[config.mk]
export PLATFORM = sky130hd
export DESIGN_NAME = axis_cfg_lite
export DESIGN_NICKNAME = d
export VERILOG_FILES = /design/src/rtl/axis_cfg_lite_pkg.sv /design/src/rtl/axis_cfg_regfile.sv /design/src/rtl/axis_cfg_lite.sv
export SDC_FILE = /design/constraint.sdc
export NUM_CORES = 2
export LEC_CHECK = 0
export CAP_MARGIN = 20
export CORE_ASPECT_RATIO = 2
export CORE_MARGIN = 4
export CORE_UTILIZATION = 41
export CTS_BUF_LIST = sky130_fd_sc_hd__clkbuf_16
export CTS_CLUSTER_DIAMETER = 60
export DETAILED_ROUTE_END_ITERATION = 12
export PLACE_DENSITY = 0.57
export SLEW_MARGIN = 0
export SYNTH_ARGS = -nofsm -noshare
export SYNTH_HDL_FRONTEND = slang
export SYNTH_SLANG_ARGS = --single-unit
[constraint.sdc]
create_clock -name clk -period 3.3 [get_ports clk]
set_input_delay 0.66 -clock clk [delete_from_list [all_inputs] [get_ports clk]]
set_output_delay 0.66 -clock clk [all_outputs]
set_load 0.02 [all_outputs]
[src/rtl/axis_cfg_lite_pkg.sv]
// Shared constants for the AXI-Lite config slave:
// response codes, word-index slicing and write FSM states.
package axis_cfg_lite_pkg;

  localparam logic [1:0] RESP_OKAY = 2'b00;

  localparam int IDX_LSB = 2;

  typedef logic [1:0] wstate_t;

  localparam wstate_t W_IDLE   = 2'd0;
  localparam wstate_t W_COMMIT = 2'd1;
  localparam wstate_t W_RESP   = 2'd2;

endpackage

[src/rtl/axis_cfg_regfile.sv]
// Shadow copy of every config word: one byte-merging
// write port and one registered read port.
module axis_cfg_regfile
  import axis_cfg_lite_pkg::*;
#(
  parameter int AW = 5,
  parameter int DW = 32
) (
  input  logic          clk,
  input  logic          rst,
  input  logic          we_i,
  input  logic [AW-1:0] waddr_i,
  input  logic [DW-1:0] wdata_i,
  input  logic [DW/8-1:0] wstrb_i,
  output logic [DW-1:0] merge_o,
  input  logic          re_i,
  input  logic [AW-1:0] raddr_i,
  output logic [DW-1:0] rdata_o
);

  localparam int NW = 1 << AW;
  localparam int NB = DW / 8;

  logic [DW-1:0] mem_q [NW];
  logic [DW-1:0] rdata_q;
  logic [DW-1:0] merge;

  // Unstrobed bytes keep the current shadow contents.
  always_comb begin
    merge = mem_q[waddr_i];
    for (int b = 0; b < NB; b++) begin
      if (wstrb_i[b]) merge[b*8 +: 8] = wdata_i[b*8 +: 8];
    end
  end

  always_ff @(posedge clk) begin
    if (rst) begin
      for (int i = 0; i < NW; i++) mem_q[i] <= '0;
      rdata_q <= '0;
    end else begin
      if (we_i) mem_q[waddr_i] <= merge;
      if (re_i) rdata_q <= mem_q[raddr_i];
    end
  end

  assign merge_o = merge;
  assign rdata_o = rdata_q;

endmodule

[src/rtl/axis_cfg_lite.sv]
// AXI4-Lite slave emitting single-cycle config beats,
// with shadow read-back and one live status word.
module axis_cfg_lite
  import axis_cfg_lite_pkg::*;
#(
  parameter int CONFIG_AWIDTH  = 5,
  parameter int CONFIG_DWIDTH  = 32,
  parameter int AXI_ADDR_WIDTH = 32,
  parameter int STATUS_ADDR    = 31
) (
  input  logic                       clk,
  input  logic                       rst,
  input  logic [AXI_ADDR_WIDTH-1:0]  axi_awaddr,
  input  logic                       axi_awvalid,
  output logic                       axi_awready,
  input  logic [CONFIG_DWIDTH-1:0]   axi_wdata,
  input  logic [CONFIG_DWIDTH/8-1:0] axi_wstrb,
  input  logic                       axi_wvalid,
  output logic                       axi_wready,
  output logic [1:0]                 axi_bresp,
  output logic                       axi_bvalid,
  input  logic                       axi_bready,
  input  logic [AXI_ADDR_WIDTH-1:0]  axi_araddr,
  input  logic                       axi_arvalid,
  output logic                       axi_arready,
  output logic [CONFIG_DWIDTH-1:0]   axi_rdata,
  output logic [1:0]                 axi_rresp,
  output logic                       axi_rvalid,
  input  logic                       axi_rready,
  input  logic [CONFIG_DWIDTH-1:0]   status,
  output logic [CONFIG_AWIDTH-1:0]   cfg_addr,
  output logic [CONFIG_DWIDTH-1:0]   cfg_data,
  output logic                       cfg_valid
);

  localparam int AW = CONFIG_AWIDTH;
  localparam int DW = CONFIG_DWIDTH;
  localparam int SW = DW / 8;
  localparam logic [AW-1:0] STATUS_IDX = AW'(STATUS_ADDR);

  wstate_t       state_q, state_d;
  logic          aw_got_q, aw_got_d;
  logic          w_got_q, w_got_d;
  logic [AW-1:0] idx_q, idx_d;
  logic [DW-1:0] wdata_q, wdata_d;
  logic [SW-1:0] wstrb_q, wstrb_d;
  logic [AW-1:0] cfg_addr_q, cfg_addr_d;
  logic [DW-1:0] cfg_data_q, cfg_data_d;

  logic          rvalid_q;
  logic          sel_q;
  logic [DW-1:0] status_q;

  logic          aw_hs, w_hs, ar_hs, r_hs;
  logic          commit;
  logic [AW-1:0] ar_idx;
  logic [DW-1:0] merged;
  logic [DW-1:0] rf_rdata;
  logic          unused_ok;

  assign commit      = (state_q == W_COMMIT);
  assign axi_awready = (state_q == W_IDLE) & ~aw_got_q;
  assign axi_wready  = (state_q == W_IDLE) & ~w_got_q;
  assign aw_hs       = axi_awvalid & axi_awready;
  assign w_hs        = axi_wvalid & axi_wready;
  assign ar_idx      = axi_araddr[AW+1:IDX_LSB];

  always_comb begin
    state_d    = state_q;
    aw_got_d   = aw_got_q;
    w_got_d    = w_got_q;
    idx_d      = idx_q;
    wdata_d    = wdata_q;
    wstrb_d    = wstrb_q;
    cfg_addr_d = cfg_addr_q;
    cfg_data_d = cfg_data_q;
    unique case (state_q)
      W_IDLE: begin
        if (aw_hs) begin
          aw_got_d = 1'b1;
          idx_d    = axi_awaddr[AW+1:IDX_LSB];
        end
        if (w_hs) begin
          w_got_d = 1'b1;
          wdata_d = axi_wdata;
          wstrb_d = axi_wstrb;
        end
        if ((aw_got_q | aw_hs) & (w_got_q | w_hs))
          state_d = W_COMMIT;
      end
      W_COMMIT: begin
        state_d    = W_RESP;
        aw_got_d   = 1'b0;
        w_got_d    = 1'b0;
        cfg_addr_d = idx_q;
        cfg_data_d = merged;
      end
      W_RESP: begin
        if (axi_bready) state_d = W_IDLE;
      end
      default: state_d = W_IDLE;
    endcase
  end

  always_ff @(posedge clk) begin
    if (rst) begin
      state_q    <= W_IDLE;
      aw_got_q   <= 1'b0;
      w_got_q    <= 1'b0;
      idx_q      <= '0;
      wdata_q    <= '0;
      wstrb_q    <= '0;
      cfg_addr_q <= '0;
      cfg_data_q <= '0;
    end else begin
      state_q    <= state_d;
      aw_got_q   <= aw_got_d;
      w_got_q    <= w_got_d;
      idx_q      <= idx_d;
      wdata_q    <= wdata_d;
      wstrb_q    <= wstrb_d;
      cfg_addr_q <= cfg_addr_d;
      cfg_data_q <= cfg_data_d;
    end
  end

  // Beat fields are live during commit, then held in the _q copies.
  assign cfg_valid  = commit;
  assign cfg_addr   = commit ? idx_q : cfg_addr_q;
  assign cfg_data   = commit ? merged : cfg_data_q;
  assign axi_bvalid = (state_q == W_RESP);
  assign axi_bresp  = RESP_OKAY;

  assign axi_arready = ~rvalid_q;
  assign ar_hs       = axi_arvalid & ~rvalid_q;
  assign r_hs        = rvalid_q & axi_rready;

  always_ff @(posedge clk) begin
    if (rst) begin
      rvalid_q <= 1'b0;
      sel_q    <= 1'b0;
      status_q <= '0;
    end else begin
      if (ar_hs) begin
        rvalid_q <= 1'b1;
        sel_q    <= (ar_idx == STATUS_IDX);
        status_q <= status;
      end else if (r_hs) begin
        rvalid_q <= 1'b0;
      end
    end
  end

  assign axi_rvalid = rvalid_q;
  assign axi_rresp  = RESP_OKAY;
  assign axi_rdata  = sel_q ? status_q : rf_rdata;

  axis_cfg_regfile #(
    .AW (AW),
    .DW (DW)
  ) u_regfile (
    .clk     (clk),
    .rst     (rst),
    .we_i    (commit),
    .waddr_i (idx_q),
    .wdata_i (wdata_q),
    .wstrb_i (wstrb_q),
    .merge_o (merged),
    .re_i    (ar_hs),
    .raddr_i (ar_idx),
    .rdata_o (rf_rdata)
  );

  assign unused_ok = ^{axi_awaddr[AXI_ADDR_WIDTH-1:AW+2],
                       axi_awaddr[1:0],
                       axi_araddr[AXI_ADDR_WIDTH-1:AW+2],
                       axi_araddr[1:0]};

endmodule

==> impl_metrics.tcl <==
set metrics [dict create \
    clk_pin_slew_ns 0.07 \
    start_util_pct 41.3 \
    outcome "finished with violations" \
    die_h_um 563 \
    antenna_found_initial 11 \
    grt_pass1_wl_mm 367 \
    cts-root-buf "clkbuf_16" \
    synth_cell_types 43 \
    fin_nets 5609 \
    grt_setup_unrepaired "yes" \
    viasPerCell 6.93 \
    synth_edf_count 1024 \
    synth.cell_area_sq_um 63200 \
    port_buffers 159 \
    final_cells 7624 \
    drt-initial-drc-count 6323 \
    first_pass_iters 10 \
    violations "negative setup slack" \
    cts_tree "done" \
    power_density_nw_per_um2 501 \
    min_period_over_period_pct 120 \
    dp.final_hpwl_mm 178 \
    yosys_most_used_dff "edfxtp_1" \
    grt_max_degree 125 \
    avgSynthCellArea_sq_um 12.1 \
    placed_cell_area_sq_um 69700 \
    slew_headroom_pct 23.5 \
    setup_viol 32 \
    worst_pin_slew_ns 1.15 \
    finalPower_mw 37.9 \
    synth.yosys.seq_area_share_pct 53.5 \
    hp-class "in2reg" \
    io_pins 218 \
    synth_warnings 0 \
    max_clock_freq_mhz 253 \
    ctsHoldBuffers 0 \
    wl_mm 264 \
    max-cap-violations 0 \
    yosys.area_share.adder_pct 0 \
    synthXorXnorAreaFrac_pct 0 \
    area_growth_pct 19.5 \
    synthSimpleGateAreaFrac_pct 4.80 \
    placed_cells 7325 \
    chipWidth_um 286 \
    synth_compound_area_share_pct 19.1 \
    synth_common_cells "o22ai_1 (1087), edfxtp_1 (1024), mux2i_1 (678)" \
    clockBufferDepth 3 \
    grt-ovfl-total 0 \
    drive_above_1_share_pct 21.4 \
    num_vias 52800 \
    post_synth_mux_area_share_pct 18.2 \
    htreeDepth 3 \
    die-area_sq_um 161000 \
    leakage_nw 24.8 \
    worstPathRequired_ns 2.64 \
    rows 203 \
    yosys-top-cells-area "edfxtp_1 (49%), o22ai_1 (11%), mux2i_1 (11%), mux4_2 (6.8%), dfxtp_1 (4.8%)" \
    path_class "reg2out" \
    synth_top_area_share_pct 48.6 \
    drc_errors 0 \
    grt_pass1_vias 53800 \
    synth_top_family_by_area "compound AO/OA/AOI/OAI gates" \
    grt_usage_pct 31.4 \
    ant_nets 0 \
    fin_hold_ws_ns 0.223 \
    fin_crit_ns 3.95 \
    cp-start-kind "flip-flop" \
    gp_congestion 0.912 \
    synth_area_leader_cell "edfxtp_1" \
    vdd_drop_max_v 0.000482 \
    final_area_sq_um 75600 \
    worstPathMaxFanout 11 \
    hold_violations 0 \
    synth-seq-cells 1177 \
    fin_skew_ns 0.0388 \
    cts_buffers 111 \
    netlist_instances 5243 \
    cp-end-kind "output port" \
    core_area_sq_um 153000 \
    drv_slew 0 \
    setup_slack_ns -0.652 \
    yosysMostFrequentCell "o22ai_1" \
    post_drt_wl_per_cell_um 34.7 \
    insertion_delay_ns 0.76 \
    async_flop_share_pct 0 \
    worst-endpoint-arrival_ns 3.29 \
    clock_sinks 1177 \
]
-- power breakdown --
part	internal, mW	leakage (nW)	switching (mW)
combinational	2.99	11.2	4.87
clock	6.81	1.85	6.16
sequential	16.7	11.8	0.346
-- logic make-up after synthesis --
logic type	Yosys count
flip-flops	1177
AND/OR/NAND/NOR	721
buffers and inverters	605
other	1
AO/OA/AOI/OAI	1836
multiplexers	903
-- layout make-up --
cell class / instances / area, sq um
repair buffers: 713 / 8030
well taps: 2050 / 2560
fillers: 13500 / 77600
clock inverters: 100 / 779
flip-flops and latches: 1177 / 33800
diodes: 6 / 15.0
inverters: 2 / 7.51
multi-input cells: 3465 / 27600
clock buffers: 111 / 2780
-- worst max-delay path, stage by stage, from the launching register on --
cell,delay [ns]
dfxtp_4,0.39
buf_12,0.15
buf_16,0.15
buf_16,0.15
buf_16,0.15
buf_8,0.14
mux2i_1,0.12
a22oi_2,0.20
a21oi_2,0.10
or4_4,0.63
o21ai_4,0.18
buf_6,0.15
-- metal layers --
metal	up-vias	part of all wire [%]	GRT usage, %
met5	-	0.073	0
met4	12	9.7	25.0
met3	1347	9.1	5.75
met2	3794	50	55.3
met1	26000	31	32.7
li1	21700	-	-
-- cells in the final DEF (no fill, tap or decap), types with 22 or more instances in the layout --
cell type and n:
a21oi_1 146, o221ai_1 32, buf_6 63, a22oi_2 29
clkinv_1 22, and2_1 35, buf_4 366, nor2_1 46
inv_1 26, edfxtp_1 1024, a21boi_1 65, mux2_2 33
clkdlybuf4s50_1 122, a22oi_1 259, clkinv_2 24, a22o_1 60
mux4_2 192, buf_12 120, a21oi_2 22, clkbuf_16 115
o22ai_1 1087, mux2i_1 675, a2111oi_0 30, o21ai_4 27
nand2_1 548, or4_4 32, dfxtp_1 148, a21o_2 32
-- registers in the layout, indices dropped and copies added, names as in the netlist, named ones only --
register and cells:
u_regfile.mem_q 1024, cfg_data_q 32, status_q 32, u_regfile.rdata_o 32, wdata_q 32, cfg_addr_q 5, idx_q 5, wstrb_q 4
state_q 2, aw_got_q 1, axi_rvalid 1, sel_q 1, w_got_q 1
-- repair_timing --
action | in CTS | in global routing
setup buffers | 46 | 29
endpoints found under the setup margin | 38 | 37
cloned | 11 | 5
pin swaps | 55 | 109
gates resized for setup | 319 | 118
-- stage by stage --
stage,setup slack (ns),utilization (%),setup TNS [ns]
2_1_floorplan,0.418,-,0
3_3_place_gp,-0.503,45.5,-9.94
3_5_place_dp,-0.495,45.5,-9.92
4_1_cts,-0.707,48.9,-18.23
5_1_grt,-0.718,49.4,-19.71
6_report,-0.652,49.4,-17.45
-- worst paths after layout --
path                    from                     end  slack (ns)  depth (start not counted)
setup / recovery   flip-flop            cfg_data[20]       -0.65                         11
hold / removal           rst          cfg_data_q[25]        0.22                          2
setup reg to reg   flip-flop  u_regfile.mem_q[28][2]        0.19                         10
hold reg to reg   wdata_q[5]              wdata_q[5]        0.45                          2
Note: power is estimated with default switching activity, not from simulation.
